## src/rtl/hwpe_ctrl_reqrsp_mux_pkg.sv

```systemverilog
// Shared constants and the request payload type for the HWPE reqrsp control path.
package hwpe_ctrl_package;

  localparam int unsigned HWPE_CTRL_REQRSP_MAX_INIT = 8;
  localparam int unsigned HWPE_CTRL_REQRSP_AW       = 32;
  localparam int unsigned HWPE_CTRL_REQRSP_DW       = 64;

  typedef struct packed {
    logic [HWPE_CTRL_REQRSP_AW-1:0]   addr;
    logic                             write;
    logic [HWPE_CTRL_REQRSP_DW-1:0]   data;
    logic [HWPE_CTRL_REQRSP_DW/8-1:0] strb;
  } hwpe_ctrl_reqrsp_req_t;

endpackage

```

## src/rtl/hwpe_ctrl_reqrsp_id_fifo.sv

```systemverilog
// Synchronous FIFO holding the source initiator index of each accepted request.
module hwpe_ctrl_reqrsp_id_fifo #(
  parameter  int unsigned DEPTH = 4,
  parameter  int unsigned W     = 1,
  localparam int unsigned PW    = (DEPTH > 1) ? $clog2(DEPTH) : 1,
  localparam int unsigned CW    = $clog2(DEPTH + 1)
) (
  input  logic          clk_i,
  input  logic          rst_i,
  input  logic          push_i,
  input  logic          pop_i,
  input  logic [W-1:0]  data_i,
  output logic [W-1:0]  data_o,
  output logic          full_o,
  output logic          empty_o,
  output logic [CW-1:0] count_o
);

  logic [W-1:0]  mem_q [DEPTH];
  logic [PW-1:0] wr_ptr_q, rd_ptr_q;
  logic [CW-1:0] count_q;

  function automatic logic [PW-1:0] ptr_inc(input logic [PW-1:0] p);
    return (p == PW'(DEPTH - 1)) ? '0 : p + PW'(1);
  endfunction

  always_ff @(posedge clk_i) begin
    if (push_i) mem_q[wr_ptr_q] <= data_i;
  end

  always_ff @(posedge clk_i) begin
    if (rst_i) begin
      wr_ptr_q <= '0;
      rd_ptr_q <= '0;
      count_q  <= '0;
    end else begin
      if (push_i) wr_ptr_q <= ptr_inc(wr_ptr_q);
      if (pop_i)  rd_ptr_q <= ptr_inc(rd_ptr_q);
      count_q <= count_q + CW'(push_i) - CW'(pop_i);
    end
  end

  assign data_o  = mem_q[rd_ptr_q];
  assign full_o  = (count_q == CW'(DEPTH));
  assign empty_o = (count_q == '0);
  assign count_o = count_q;

endmodule

```

## src/rtl/hwpe_ctrl_reqrsp_mux.sv

```systemverilog
// N-to-1 reqrsp multiplexer: round-robin on q with grant lock under backpressure,
// in-order p routing through an ID FIFO, sticky error on orphan responses.
module hwpe_ctrl_reqrsp_mux
  import hwpe_ctrl_package::*;
#(
  parameter  int unsigned N_INIT          = 2,
  parameter  int unsigned AW              = HWPE_CTRL_REQRSP_AW,
  parameter  int unsigned DW              = HWPE_CTRL_REQRSP_DW,
  parameter  int unsigned MAX_OUTSTANDING = 4,
  localparam int unsigned IW              = $clog2(N_INIT),
  localparam int unsigned CW              = $clog2(MAX_OUTSTANDING + 1)
) (
  input  logic                     clk_i,
  input  logic                     rst_i,
  input  logic [N_INIT*AW-1:0]     in_q_addr_i,
  input  logic [N_INIT-1:0]        in_q_write_i,
  input  logic [N_INIT*DW-1:0]     in_q_data_i,
  input  logic [N_INIT*(DW/8)-1:0] in_q_strb_i,
  input  logic [N_INIT-1:0]        in_q_valid_i,
  output logic [N_INIT-1:0]        in_q_ready_o,
  output logic [N_INIT*DW-1:0]     in_p_data_o,
  output logic [N_INIT-1:0]        in_p_valid_o,
  input  logic [N_INIT-1:0]        in_p_ready_i,
  output logic [AW-1:0]            out_q_addr_o,
  output logic                     out_q_write_o,
  output logic [DW-1:0]            out_q_data_o,
  output logic [DW/8-1:0]          out_q_strb_o,
  output logic                     out_q_valid_o,
  input  logic                     out_q_ready_i,
  input  logic [DW-1:0]            out_p_data_i,
  input  logic                     out_p_valid_i,
  output logic                     out_p_ready_o,
  output logic [CW-1:0]            outstanding_o,
  output logic                     err_o
);

  if (N_INIT < 2 || N_INIT > HWPE_CTRL_REQRSP_MAX_INIT) begin : g_bad_n_init
    $error("hwpe_ctrl_reqrsp_mux: N_INIT out of range");
  end

  logic [IW-1:0] rr_q, rr_d, lock_idx_q, grant, cand, head;
  logic          lock_q, found, err_q;
  logic          fifo_full, fifo_empty, q_ok, q_hs, p_hs;

  always_comb begin
    grant = rr_q;
    cand  = '0;
    found = 1'b0;
    for (int unsigned k = 0; k < N_INIT; k++) begin
      cand = IW'((32'(rr_q) + k) % N_INIT);
      if (!found && in_q_valid_i[cand]) begin
        grant = cand;
        found = 1'b1;
      end
    end
    if (lock_q) grant = lock_idx_q;
  end

  // Full gating deliberately ignores a same-cycle pop to keep p off the q timing path.
  assign q_ok          = !rst_i && !fifo_full;
  assign out_q_valid_o = q_ok && (|in_q_valid_i);
  assign q_hs          = out_q_valid_o && out_q_ready_i;
  assign rr_d          = (grant == IW'(N_INIT - 1)) ? '0 : grant + IW'(1);

  assign out_q_addr_o  = in_q_addr_i[grant*AW +: AW];
  assign out_q_write_o = in_q_write_i[grant];
  assign out_q_data_o  = in_q_data_i[grant*DW +: DW];
  assign out_q_strb_o  = in_q_strb_i[grant*(DW/8) +: DW/8];

  always_comb begin
    in_q_ready_o        = '0;
    in_q_ready_o[grant] = q_ok && out_q_ready_i;
  end

  always_comb begin
    in_p_valid_o       = '0;
    in_p_valid_o[head] = !rst_i && !fifo_empty && out_p_valid_i;
  end

  // An empty FIFO means nobody owns the response, so it is accepted and dropped.
  assign out_p_ready_o = !rst_i && (fifo_empty || in_p_ready_i[head]);
  assign p_hs          = !rst_i && !fifo_empty && out_p_valid_i && in_p_ready_i[head];
  assign in_p_data_o   = {N_INIT{out_p_data_i}};

  always_ff @(posedge clk_i) begin
    if (rst_i) begin
      rr_q       <= '0;
      lock_q     <= 1'b0;
      lock_idx_q <= '0;
      err_q      <= 1'b0;
    end else begin
      if (q_hs) begin
        rr_q   <= rr_d;
        lock_q <= 1'b0;
      end else if (out_q_valid_o) begin
        lock_q     <= 1'b1;
        lock_idx_q <= grant;
      end
      if (fifo_empty && out_p_valid_i) err_q <= 1'b1;
    end
  end

  assign err_o = err_q;

  hwpe_ctrl_reqrsp_id_fifo #(
    .DEPTH (MAX_OUTSTANDING),
    .W     (IW)
  ) i_id_fifo (
    .clk_i   (clk_i),
    .rst_i   (rst_i),
    .push_i  (q_hs),
    .pop_i   (p_hs),
    .data_i  (grant),
    .data_o  (head),
    .full_o  (fifo_full),
    .empty_o (fifo_empty),
    .count_o (outstanding_o)
  );

endmodule

```

## config.mk

```make
export PLATFORM = sky130hd
export DESIGN_NAME = hwpe_ctrl_reqrsp_mux
export DESIGN_NICKNAME = d
export VERILOG_FILES = /design/src/rtl/hwpe_ctrl_reqrsp_mux_pkg.sv /design/src/rtl/hwpe_ctrl_reqrsp_id_fifo.sv /design/src/rtl/hwpe_ctrl_reqrsp_mux.sv
export SDC_FILE = /design/constraint.sdc
export NUM_CORES = 1
export LEC_CHECK = 0
export BUFFER_PORTS_ARGS = -buffer_cell sky130_fd_sc_hd__buf_4
export CAP_MARGIN = 20
export CELL_PAD_IN_SITES_DETAIL_PLACEMENT = 2
export CELL_PAD_IN_SITES_GLOBAL_PLACEMENT = 2
export CORE_AREA = 5 5 201 203
export CTS_BUF_LIST = sky130_fd_sc_hd__clkbuf_4
export DETAILED_ROUTE_END_ITERATION = 10
export DIE_AREA = 0 0 206 208
export PLACE_DENSITY_LB_ADDON = 0.1
export SKIP_CTS_REPAIR_TIMING = 1
export SYNTH_ARGS = -nofsm -noshare
export SYNTH_HDL_FRONTEND = slang
export SYNTH_HIERARCHICAL = 1
export SYNTH_SLANG_ARGS = --single-unit
```

## constraint.sdc

```tcl
create_clock -name clk_i -period 2.8 [get_ports clk_i]
set_input_delay 0.14 -clock clk_i [delete_from_list [all_inputs] [get_ports clk_i]]
set_output_delay 0.14 -clock clk_i [all_outputs]
set_load 0.05 [all_outputs]
```

; Word-level counts from Yosys, hierarchy flattened
; Memory sizes are Yosys's and may differ from the RTL's. A register that Yosys moved wholly into a read port is not among the register bits.
; Cells that the tools add are included.
[totals]
in_bits = 282
out_inout_bits = 243
ram_bits = 4
elab_cells = 72
n_memories = 1
regBits = 11
[memory_table]
columns = name, words, width, rd, rd_clocked_by_memory_dff, write_ports, line_no
row1 = i_id_fifo.mem_q, 4, 1, 1, 1, 1, hwpe_ctrl_reqrsp_id_fifo.sv:19  ; logic [W-1:0] mem_q [DEPTH];
[classes]
n_lt_le_gt_ge = 6
n_addsub = 6
n_bitwise = 3
mux = 22
reduce_logical = 21
n_eq_ne = 3
n_shift = 3
[ops]
columns = op, n
row1 = $shiftx A128 B8 Y64, 1
row2 = $shiftx A64 B7 Y32, 1
row3 = $mux W1, 16
row4 = $shiftx A16 B5 Y8, 1
row5 = $logic_and A1 B1 Y1, 12
row6 = $lt A1 B2 Y1 const B, 4
row7 = $mux W2, 4
row8 = $add A2 B1 Y2 const B, 2
row9 = $and A2 B2 Y2, 2
row10 = $eq A2 B2 Y1 const B, 2
row11 = $logic_not A1 Y1, 4
row12 = $reduce_or A2 Y1, 2
row13 = $add A3 B1 Y3, 1
row14 = $eq A3 B3 Y1 const B, 1
row15 = $logic_not A3 Y1, 1
row16 = $sub A3 B1 Y3, 1
row17 = $add A1 B1 Y1 const B, 2
row18 = $demux W1 S1, 2
row19 = $ge A1 B1 Y1 const B, 2
row20 = $reduce_and A2 Y1, 1
row21 = $logic_or A1 B1 Y1, 1
row22 = $not A1 Y1, 1

; Logic depth before layout (Yosys ltp)
; Gate-level depths: netlist of run 1.
[logic_depth]
word_depth = 12
mapped_depth = 10
ltp_nobuf = 10

; By module
; Netlist of run 1, hierarchy kept.
[by_module_without_submodules]
columns = module, area_per_inst_um2, cells_each, n_inst
row1 = hwpe_ctrl_reqrsp_mux, 2588.7, 282, 1
row2 = hwpe_ctrl_reqrsp_id_fifo, 600.6, 48, 1

; Least setup slack after synthesis of run 1
; OpenSTA, ideal clock, no wires.
[synth_path]
path_type = reg-to-reg
startpoint = reg i_id_fifo.count_q[1] (netlist: i_id_fifo/count_o[1])
endpoint = reg lock_idx_q
period_less_slack_ns = 2.589
stages_incl_launch_ff = 6
setup_time_ns = 0.128
required_ns = 2.672
arrival_time_ns = 2.461
path_slack_ns = 0.211
path_cell_list = dfxtp_1 -> inv_1 -> and3_1 -> nor3_1 -> a21bo_2 -> a21oi_1
[synth_via]
elab_chain_len = 7
[synth_lines]
columns = item, line_no
row1 = from (decl), hwpe_ctrl_reqrsp_id_fifo.sv:21  ; logic [CW-1:0] count_q;
row2 = from (signal assigned), hwpe_ctrl_reqrsp_id_fifo.sv:39  ; count_q <= count_q + CW'(push_i) - CW'(pop_i);
row3 = $eq A3 B3 Y1 *, hwpe_ctrl_reqrsp_id_fifo.sv:44  ; assign full_o = (count_q == CW'(DEPTH));
row4 = via fifo_full, hwpe_ctrl_reqrsp_mux.sv:43  ; logic fifo_full, fifo_empty, q_ok, q_hs, p_hs;
row5 = $logic_not A1 Y1 *, hwpe_ctrl_reqrsp_mux.sv:60  ; assign q_ok = !rst_i && !fifo_full;
row6 = $logic_and A1 B1 Y1 *, hwpe_ctrl_reqrsp_mux.sv:60
row7 = $logic_and A1 B1 Y1 *, hwpe_ctrl_reqrsp_mux.sv:61  ; assign out_q_valid_o = q_ok && (|in_q_valid_i);
row8 = via out_q_valid_o, hwpe_ctrl_reqrsp_mux.sv:28  ; output logic out_q_valid_o,
row9 = $logic_and A1 B1 Y1, hwpe_ctrl_reqrsp_mux.sv:62  ; assign q_hs = out_q_valid_o && out_q_ready_i;
row10 = $not A1 Y1 (no source line), --
row11 = $reduce_and A2 Y1 (no source line) *, --
row12 = to (signal assigned), hwpe_ctrl_reqrsp_mux.sv:97  ; lock_idx_q <= grant;
row13 = to (decl), hwpe_ctrl_reqrsp_mux.sv:41  ; logic [IW-1:0] rr_q, rr_d, lock_idx_q, grant, cand, head;
; Mark *: on every way through the listed nets, which the timed path passes. The rest lies on a longest branch.
; A chain may end at the register's enable or synchronous reset.

==> results by group, run 1 <==
Job
  • MaxCap Viol Count: 0

Setup path
  • Critical Path Stages: 9
  • Reg2reg setup slack: 0.21 ns
  • Max stage delay on crit path: roughly 0.53 ns
  • Crit Path Category: reg -> reg
  • Worst Path Arrival: between 2 and 3 ns
  • Worst-path fanout max: 4
  • Nature of the critical path startpoint: flip-flop
  • Reg-to-Reg End: i_id_fifo/count_o[2]
  • Worst reg2reg path startpoint: i_id_fifo/mem_q[3]
  • Critical Path Start: i_id_fifo/mem_q[3]
  • Req. time, crit path: 3.00 ns
  • Bufs and invs on worst path: 1
  • CP max-delay cell: mux4_2
  • Worst reg-to-reg path cell count: 9
  • Cells along the critical path: mux4_2 -> mux2i_1 -> nor2_1 -> ha_1 -> inv_1 -> ha_1 -> fa_1 -> xor3_1 -> nor2_1
  • Crit path capture type: flip-flop
  • CP endpoint: i_id_fifo/count_o[2]
  • Family with the most delay on the worst path: adder cells

Timing
  • Final setup vio count: 0
  • Fin crit period: 2.591 ns
  • RSZ-0062 raised after global routing: false
  • Final Max Slew Viols: 0
  • Final WS setup: about 0.21 ns
  • Slew @ Worst Pin: about 0.47 ns
  • Setup TNS: 0 ns
  • Fin. Hold Viols: 0
  • Clk_skew: between 0.004 and 0.005 ns
  • Fmax: between 300 and 400 MHz
  • Slew headroom: 0.6875
  • Final period utilization: 0.9254
  • Hold Worst Slack: 0.03912 ns

Yosys
  • Number of synthesized flops with an enable pin: 4
  • Synth warnings: 6
  • Register area share after synthesis: 0.1193
  • FF+latch count, synth: 17
  • Syn avg cell area: 9.665 um2
  • Cell taking the most area after synthesis: buf_4
  • Cells after synthesis: 330
  • Largest cells by area after synthesis: buf_4 (30%), mux2_2 (27%), mux2_4 (13%), dfxtp_1 (8.2%), edfxtp_1 (3.8%)
  • Most frequent cell after synthesis: buf_4
  • Fraction of registers with async set/reset: 0
  • Synth cell count leaders: buf_4 (128), mux2_2 (77), mux2_4 (28)
  • Post-synthesis cell area: 3189 um2
  • Net Count, Synth: 620
  • Top FF cell, synth: dfxtp_1
  • Post-synth cell types: 30
  • Share of the synthesized area in the top cell type: 0.3013

GRT
  • Antenna violations before repair: 3
  • Vias in the first global route: 3756
  • Total track usage: 0.08316
  • GR Overflow Total: 0
  • Grt met2 use: 0.1491
  • Met1 Use GR: 0.07905
  • GR Util met3: 0.05652
  • Gr busiest metal: met2
  • First-pass GRT wire length: about 26 mm
  • Largest net degree at the start of global routing: 64

Placed design
  • Placed cell count: ~1000
  • Setup WS pre-CTS: approximately 0.19 ns
  • Dpl hpwl: about 17 mm
  • Global placer's final weighted congestion: between 0.7 and 0.8
  • # port buffers: between 300 and 400

Detailed routing
  • Drt drc: 0
  • Routed vias: approximately 3100
  • Routed Antenna Nets: 0
  • Drt pass-1 iters: 4
  • Vias per cell: 2.989
  • DR WL/cell: about 18 um
  • Routed WL: around 19 mm
  • Starting DRT DRC Count: 90

Clocking
  • Clock buffer count from CTS: 3
  • Root Driver: clkbuf_4
  • CTS tree: yes
  • Num Clock Sinks: 17
  • Worst skew pair latency: roughly 0.30 ns
  • Clock slew at reported path FFs: between 0.1 and 0.15 ns
  • H-tree Lvls: 1
  • CTS Buffer Depth: 2

Die
  • Core area: 38290 um2
  • Initial Util: 0.08330
  • Die H: 208 um
  • Row count: between 70 and 80
  • Die area: 42850 um2
  • Die X: 206 um
  • Top Ports: ~530

Cells and area
  • Ratio of cells with drive above 1 in the final layout: 0.8504
  • Non-filler cells, final: between 1000 and 1500
  • Nets: slightly above 800
  • Area grow syn2layout: 67.83%

Power and ir drop
  • Pleak: 2.573 nW
  • Maximum vdd ir drop: 0.1345 mV
  • PwrDens: approximately 530 nW/um2

Min path
  • Worst Hold Class: in -> reg

Outcome
  • Status: completed
[cells in the final DEF (no fill, tap or decap), types with 5 or more instances in the layout]
cell and count:
buf_4 333, mux2_4 28, mux2_2 77, nor2_1 16, a21oi_1 5, dfxtp_1 13
ha_1 7, inv_1 8
[through the flow]
step                      instance area (um2)  total power, mW    util
after floorplan                          3189            2.423       -
after global placement                   5323            2.727  0.1390
after detailed placement                 5323            2.738  0.1390
after CTS                                5350            2.896  0.1397
after global routing                     5350            2.991  0.1397
final                                    5353            2.826  0.1398
[routing by layer]
metal,wire length (um),vias up
li1,-,1384
met1,6172,1419
met2,9641,284
met3,3149,39
met4,353,4
met5,27,-
[cell type report]
class                   instances  area (um2)
flip-flops and latches         17       380.4
fillers                      4476       32930
clock inverters                 1       5.005
inverters                       9       33.78
diodes                          1       2.502
repair buffers                335        2540
clock buffers                   3       22.52
multi-input cells             163        1720
well taps                     518       648.1
[cells by family after synthesis]
logic type      share of synthesized area
flops                              0.1193
xor+xnor                         0.007453
mux                                0.4233
compound gates                    0.02158
simple gates                      0.05296
fa+ha+maj                         0.03374
buf+inv                            0.3417
[power breakdown]
part           total (mW)  switching, mW  internal [mW]
clock network       0.144         0.0909         0.0532
registers           0.324         0.0348          0.289
logic                2.36           1.44          0.914
[worst min-delay path by stage]
stage | slack [ns] | cells after the start | start | to
finish | 0.04 | 2 | out_q_ready_i | lock_q
global route | 0.04 | 2 | out_q_ready_i | lock_q
CTS | 0.03 | 2 | out_q_ready_i | lock_q
detailed placement | 0.28 | 0 | out_p_data_i[7] | in_p_data_o[71]
global placement | 0.28 | 0 | out_p_data_i[7] | in_p_data_o[71]
floorplan | 0.20 | 1 | rst_i | i_id_fifo/wr_ptr_q[0]
No activity file was read; power rests on OpenSTA's default activity.
==> inputs of run 2 (changes only) <==
--- a/config.mk
+++ b/config.mk
@@ -6,13 +6,14 @@
 export NUM_CORES = 1
 export LEC_CHECK = 0
 export BUFFER_PORTS_ARGS = -buffer_cell sky130_fd_sc_hd__buf_4
-export CAP_MARGIN = 20
+export CAP_MARGIN = 15
 export CELL_PAD_IN_SITES_DETAIL_PLACEMENT = 2
 export CELL_PAD_IN_SITES_GLOBAL_PLACEMENT = 2
 export CORE_AREA = 5 5 201 203
-export CTS_BUF_LIST = sky130_fd_sc_hd__clkbuf_4
+export CTS_BUF_LIST = sky130_fd_sc_hd__clkbuf_2 sky130_fd_sc_hd__clkbuf_4 sky130_fd_sc_hd__clkbuf_8
 export DETAILED_ROUTE_END_ITERATION = 10
 export DIE_AREA = 0 0 206 208
+export HOLD_SLACK_MARGIN = 0.12
 export PLACE_DENSITY_LB_ADDON = 0.1
 export SKIP_CTS_REPAIR_TIMING = 1
 export SYNTH_ARGS = -nofsm -noshare
==> run 2 against run 1 <==
  * Clock power rose by 35%
  * First-iteration DRC count increased by 16%
  * Critical path depth unchanged
  * Fmax up 0.49%
  * Utilization increased by 0.075 points
  * Combinational power barely moved
  * Final cell count barely moved
  * Cell area grew 0.54%
  * Sequential share of layout area hardly changed
  * Die area unchanged
  * Clock skew fell by 0.00085 ns
  * Critical endpoint unchanged
  * Largest cell class unchanged
  * Largest power group unchanged
  * Highest routed layer unchanged
==> results by group, run 2 (synthesis results as in run 1) <==
Detailed routing
  • Routed vias: between 3000 and 4000
  • Vias per cell: roughly 3
  • Routed Antenna Nets: 0
  • Drt pass-1 iters: 4
  • DR WL/cell: roughly 18 um
  • Routed WL: ~19 mm
  • Starting DRT DRC Count: 104
  • Drt drc: 0

Power and ir drop
  • Power, Total: about 2.9 mW
  • Pleak: 2.585 nW
  • PwrDens: roughly 530 nW/um2
  • Maximum vdd ir drop: 0.1737 mV

Clocking
  • Clock slew at reported path FFs: roughly 0.080 ns
  • H-tree Lvls: 1
  • Num Clock Sinks: 17
  • Worst skew pair latency: approximately 0.26 ns
  • CTS Buffer Depth: 2
  • Clock buffer count from CTS: 3
  • Root Driver: clkbuf_8
  • CTS tree: yes

Setup path
  • Worst Path Arrival: roughly 2.7 ns
  • Worst-path fanout max: 4
  • Cells along the critical path: mux4_2 -> mux2i_1 -> nor2_1 -> ha_1 -> inv_1 -> ha_1 -> fa_1 -> xor3_1 -> nor2_1
  • Crit Path Category: reg -> reg
  • Req. time, crit path: just under 3 ns
  • Nature of the critical path startpoint: flip-flop
  • Max stage delay on crit path: 0.53 ns
  • CP max-delay cell: mux4_2
  • Crit path capture type: flip-flop

Placed design
  • # port buffers: between 300 and 400
  • Dpl hpwl: 17.44 mm
  • Global placer's final weighted congestion: 0.7315

Timing
  • Fmax: 387.8 MHz
  • Slew headroom: 0.6875
  • RSZ-0062 raised after global routing: false
  • Fin crit period: ~2.6 ns
  • Clk_skew: 0.004060 ns
  • Hold Worst Slack: around 0.14 ns
  • Final Max Slew Viols: 0
  • Setup TNS: 0 ns
  • Fin. Hold Viols: 0
  • Slew @ Worst Pin: about 0.47 ns
  • Final setup vio count: 0
  • Final period utilization: 0.9208

Min path
  • Worst Hold Class: in -> reg

Die
  • Die H: 208 um
  • Top Ports: 525
  • Core area: between 30000 and 40000 um2
  • Initial Util: 0.08330
  • Row count: 72
  • Die X: 206 um
  • Die area: approximately 43000 um2

GRT
  • Antenna violations before repair: 3
  • First-pass GRT wire length: approximately 26 mm
  • GR Overflow Total: 0
  • Vias in the first global route: 3757
  • Largest net degree at the start of global routing: 64
  • Total track usage: 0.08312

Cells and area
  • Area grow syn2layout: 68.73%
  • Most frequent cells in the layout: buf_4 (333), mux2_2 (77), mux2_4 (28)
  • Commonest non-fill, non-tap cell in the layout: buf_4
  • Ratio of cells with drive above 1 in the final layout: 0.8488
  • Nets: about 800

Job
  • MaxCap Viol Count: 0

Outcome
  • Status: completed
==> run 2: worst paths after layout <==
kind / start / endpoint / slack (ns) / cells after the start
worst max-delay path: i_id_fifo/mem_q[3] / i_id_fifo/count_o[2] / 0.22 / 9
worst min-delay path: out_p_valid_i / err_o / 0.14 / 3
worst max register to register: i_id_fifo/mem_q[3] / i_id_fifo/count_o[2] / 0.22 / 9
worst min register to register: err_o / err_o / 0.48 / 2
==> run 2: area by class of cell <==
class                      instances  area [um2]
fill                            4473       32910
timing repair buffer             336        2550
multi-input combinational        163        1720
tap                              518       648.1
sequential                        17       380.4
clock buffer                       3       41.29
inverter                           9       33.78
clock inverter                     1       5.005
antenna                            1       2.502
==> run 2: where the power goes <==
group | internal [mW] | leakage [nW] | total (mW) | switching [mW]
Sequential | 0.289 | 0.143 | 0.324 | 0.0344
Clock | 0.0990 | 0.0255 | 0.195 | 0.0962
Combinational | 0.915 | 2.42 | 2.36 | 1.44
Total | 1.30 | 2.59 | 2.88 | 1.57
==> run 2: worst max-delay path, delay by kind of cell (launching register included) <==
kind	cells	cell delay (ns)
AND/OR/NAND/NOR	2	0.18
flip-flops	1	0.38
adder cells (fa/ha/maj)	3	0.89
XOR/XNOR	1	0.22
buffers and inverters	1	0.04
multiplexers	2	0.77
==> run 2: per-layer routing <==
metal,routed length (um),global-route usage,vias to the layer above
li1,-,-,1386
met1,6159,0.07895,1420
met2,9658,0.1491,286
met3,3149,0.05652,39
met4,353,0.01560,4
met5,27,0,-
==> run 2: stage by stage <==
stage | setup WS (ns) | std cells | instance area, um2 | util
after floorplan | 0.2110 | 330 | 3189 | -
after global placement | 0.3390 | 1042 | 5323 | 0.1390
after detailed placement | 0.1879 | 1042 | 5323 | 0.1390
after CTS | 0.1827 | 1046 | 5369 | 0.1402
after global routing | 0.04220 | 1047 | 5379 | 0.1405
final | 0.2216 | 1048 | 5381 | 0.1406
==> inputs of run 3 (changes only) <==
--- a/config.mk
+++ b/config.mk
@@ -7,14 +7,11 @@
 export LEC_CHECK = 0
 export BUFFER_PORTS_ARGS = -buffer_cell sky130_fd_sc_hd__buf_4
 export CAP_MARGIN = 15
-export CELL_PAD_IN_SITES_DETAIL_PLACEMENT = 2
-export CELL_PAD_IN_SITES_GLOBAL_PLACEMENT = 2
-export CORE_AREA = 5 5 201 203
+export CORE_AREA = 5 5 202 204
 export CTS_BUF_LIST = sky130_fd_sc_hd__clkbuf_2 sky130_fd_sc_hd__clkbuf_4 sky130_fd_sc_hd__clkbuf_8
 export DETAILED_ROUTE_END_ITERATION = 10
-export DIE_AREA = 0 0 206 208
+export DIE_AREA = 0 0 207 209
 export HOLD_SLACK_MARGIN = 0.12
-export PLACE_DENSITY_LB_ADDON = 0.1
 export SKIP_CTS_REPAIR_TIMING = 1
 export SYNTH_ARGS = -nofsm -noshare
 export SYNTH_HDL_FRONTEND = slang
==> run 3 against run 2 <==
  * Via count decreased by 2.2%
  * Fmax increased by 6.4%
  * Hold slack improved by 0.0089 ns
  * Clock skew increased by 0.0022 ns
  * Power increased by 1.2%
  * Wire length decreased by 12%
  * Clock power decreased by 4%
  * Sequential power about the same
  * Global-route usage decreased by 1.2 points
  * Cell area increased by 0.40%
  * Highest routed layer unchanged
==> results by group, run 3 (synthesis results as in run 1) <==
Clocking
  • CTS tree: yes
  • Num Clock Sinks: 17
  • Root Driver: clkbuf_8
  • H-tree Lvls: 1
  • Clock buffer count from CTS: 3
  • Worst skew pair latency: 0.25 ns
  • CTS Buffer Depth: 2
  • Clock slew at reported path FFs: about 0.070 ns

Setup path
  • Req. time, crit path: roughly 2.9 ns
  • Crit Path Category: reg -> reg
  • Worst reg-to-reg path cell count: 9
  • Worst reg2reg path startpoint: i_id_fifo/mem_q[2]
  • Worst-path fanout max: 4
  • Reg2reg setup slack: between 0.3 and 0.4 ns
  • Critical Path Start: i_id_fifo/mem_q[2]
  • Reg-to-Reg End: i_id_fifo/count_o[2]
  • CP endpoint: i_id_fifo/count_o[2]
  • Worst Path Arrival: 2.56 ns
  • Nature of the critical path startpoint: flip-flop
  • Crit path capture type: flip-flop

Cells and area
  • N_diodes: 0
  • Post-route cell area: 5403 um2
  • Area grow syn2layout: 69.40%
  • Ratio of cells with drive above 1 in the final layout: 0.8493
  • Area of the multi-input gates: 1720 um2
  • Commonest non-fill, non-tap cell in the layout: buf_4
  • Nets: 822
  • Register area: 380.4 um2
  • Post-layout util: 0.1382
  • Most frequent cells in the layout: buf_4 (335), mux2_2 (77), mux2_4 (28)
  • # fillers: 4509

GRT
  • Total track usage: 0.07128
  • Largest net degree at the start of global routing: 58
  • Antenna violations before repair: 0
  • GR Overflow Total: 0
  • Vias in the first global route: approximately 3400
  • First-pass GRT wire length: roughly 23 mm

Detailed routing
  • Routed WL: roughly 17 mm
  • Drt drc: 0
  • DR WL/cell: around 16 um
  • Drt pass-1 iters: 4
  • Routed vias: just over 3000
  • Routed Antenna Nets: 0
  • Starting DRT DRC Count: 74
  • Vias per cell: between 2 and 3

Placed design
  • # port buffers: 332
  • Global placer's final weighted congestion: 0.7282
  • Setup WS pre-CTS: 0.3676 ns
  • Area post-placement: ~5300 um2
  • Dpl hpwl: approximately 16 mm

Power and ir drop
  • PwrDens: between 500 and 600 nW/um2
  • Maximum vdd ir drop: about 0.24 mV
  • Pleak: about 2.6 nW

Timing
  • RSZ-0062 raised after global routing: false
  • Hold Worst Slack: about 0.15 ns
  • Final setup vio count: 0
  • Clk_skew: roughly 0.0063 ns
  • Slew headroom: 0.6977
  • Slew @ Worst Pin: around 0.45 ns
  • Final WS setup: about 0.38 ns
  • Fmax: just over 400 MHz
  • Setup TNS: 0 ns
  • Fin crit period: around 2.4 ns
  • Final period utilization: 0.8652
  • Final Max Slew Viols: 0
  • Fin. Hold Viols: 0

Die
  • Top Ports: roughly 530
  • Core area: roughly 39000 um2
  • Die X: between 200 and 250 um
  • Initial Util: 0.08158
  • Row count: 73
  • Die area: approximately 43000 um2
  • Die H: approximately 210 um

Outcome
  • Status: completed

Min path
  • Worst Hold Class: in -> reg

Job
  • MaxCap Viol Count: 0
[run 3: worst min path at each step]
stage | cells past startpoint | endpoint | slack (ns) | start
finish | 3 | err_o | 0.15 | out_p_valid_i
global placement | 0 | in_p_data_o[22] | 0.28 | out_p_data_i[22]
global route | 3 | err_o | 0.15 | out_p_valid_i
CTS | 2 | lock_q | 0.08 | out_q_ready_i
floorplan | 1 | i_id_fifo/wr_ptr_q[0] | 0.20 | rst_i
detailed placement | 0 | in_p_data_o[22] | 0.28 | out_p_data_i[22]
[run 3: per-stage QoR]
stage          cells  total power, mW
2_1_floorplan    330            2.423
3_3_place_gp    1051            2.732
3_5_place_dp    1051            2.747
4_1_cts         1055            2.946
5_1_grt         1056            3.037
6_report        1056            2.912
[run 3: metal layers]
metal  global-route usage  up-vias  wire length (um)  share of wire
met3              0.03498       49              2090           0.12
met5              0.01891        -               113         0.0066
li1                     -     1387                 -              -
met4              0.02576        4               567          0.033
met1              0.07299     1339              5921           0.35
met2               0.1244      288              8391           0.49
[run 3: where the power goes]
group          switching, mW  internal, mW  leakage, nW
clock network         0.0888        0.0988       0.0255
registers             0.0311         0.290        0.143
logic                   1.48         0.920         2.43
[run 3: worst max-delay path: stages, from the launching register on]
cell and delay (ns):
edfxtp_1 0.37, mux4_2 0.51, mux2i_1 0.21, nor2_1 0.11, ha_1 0.29, inv_1 0.04, ha_1 0.18, fa_1 0.37
xor3_1 0.20, nor2_1 0.04
[run 3: layout make-up]
class                           count  area share
Timing Repair Buffer              338      0.4748
Multi-Input combinational cell    163      0.3184
Tap cell                          525      0.1216
Sequential cell                    17     0.07040
Clock buffer                        3    0.007642
Inverter                            9    0.006253
Clock inverter                      1   0.0009264
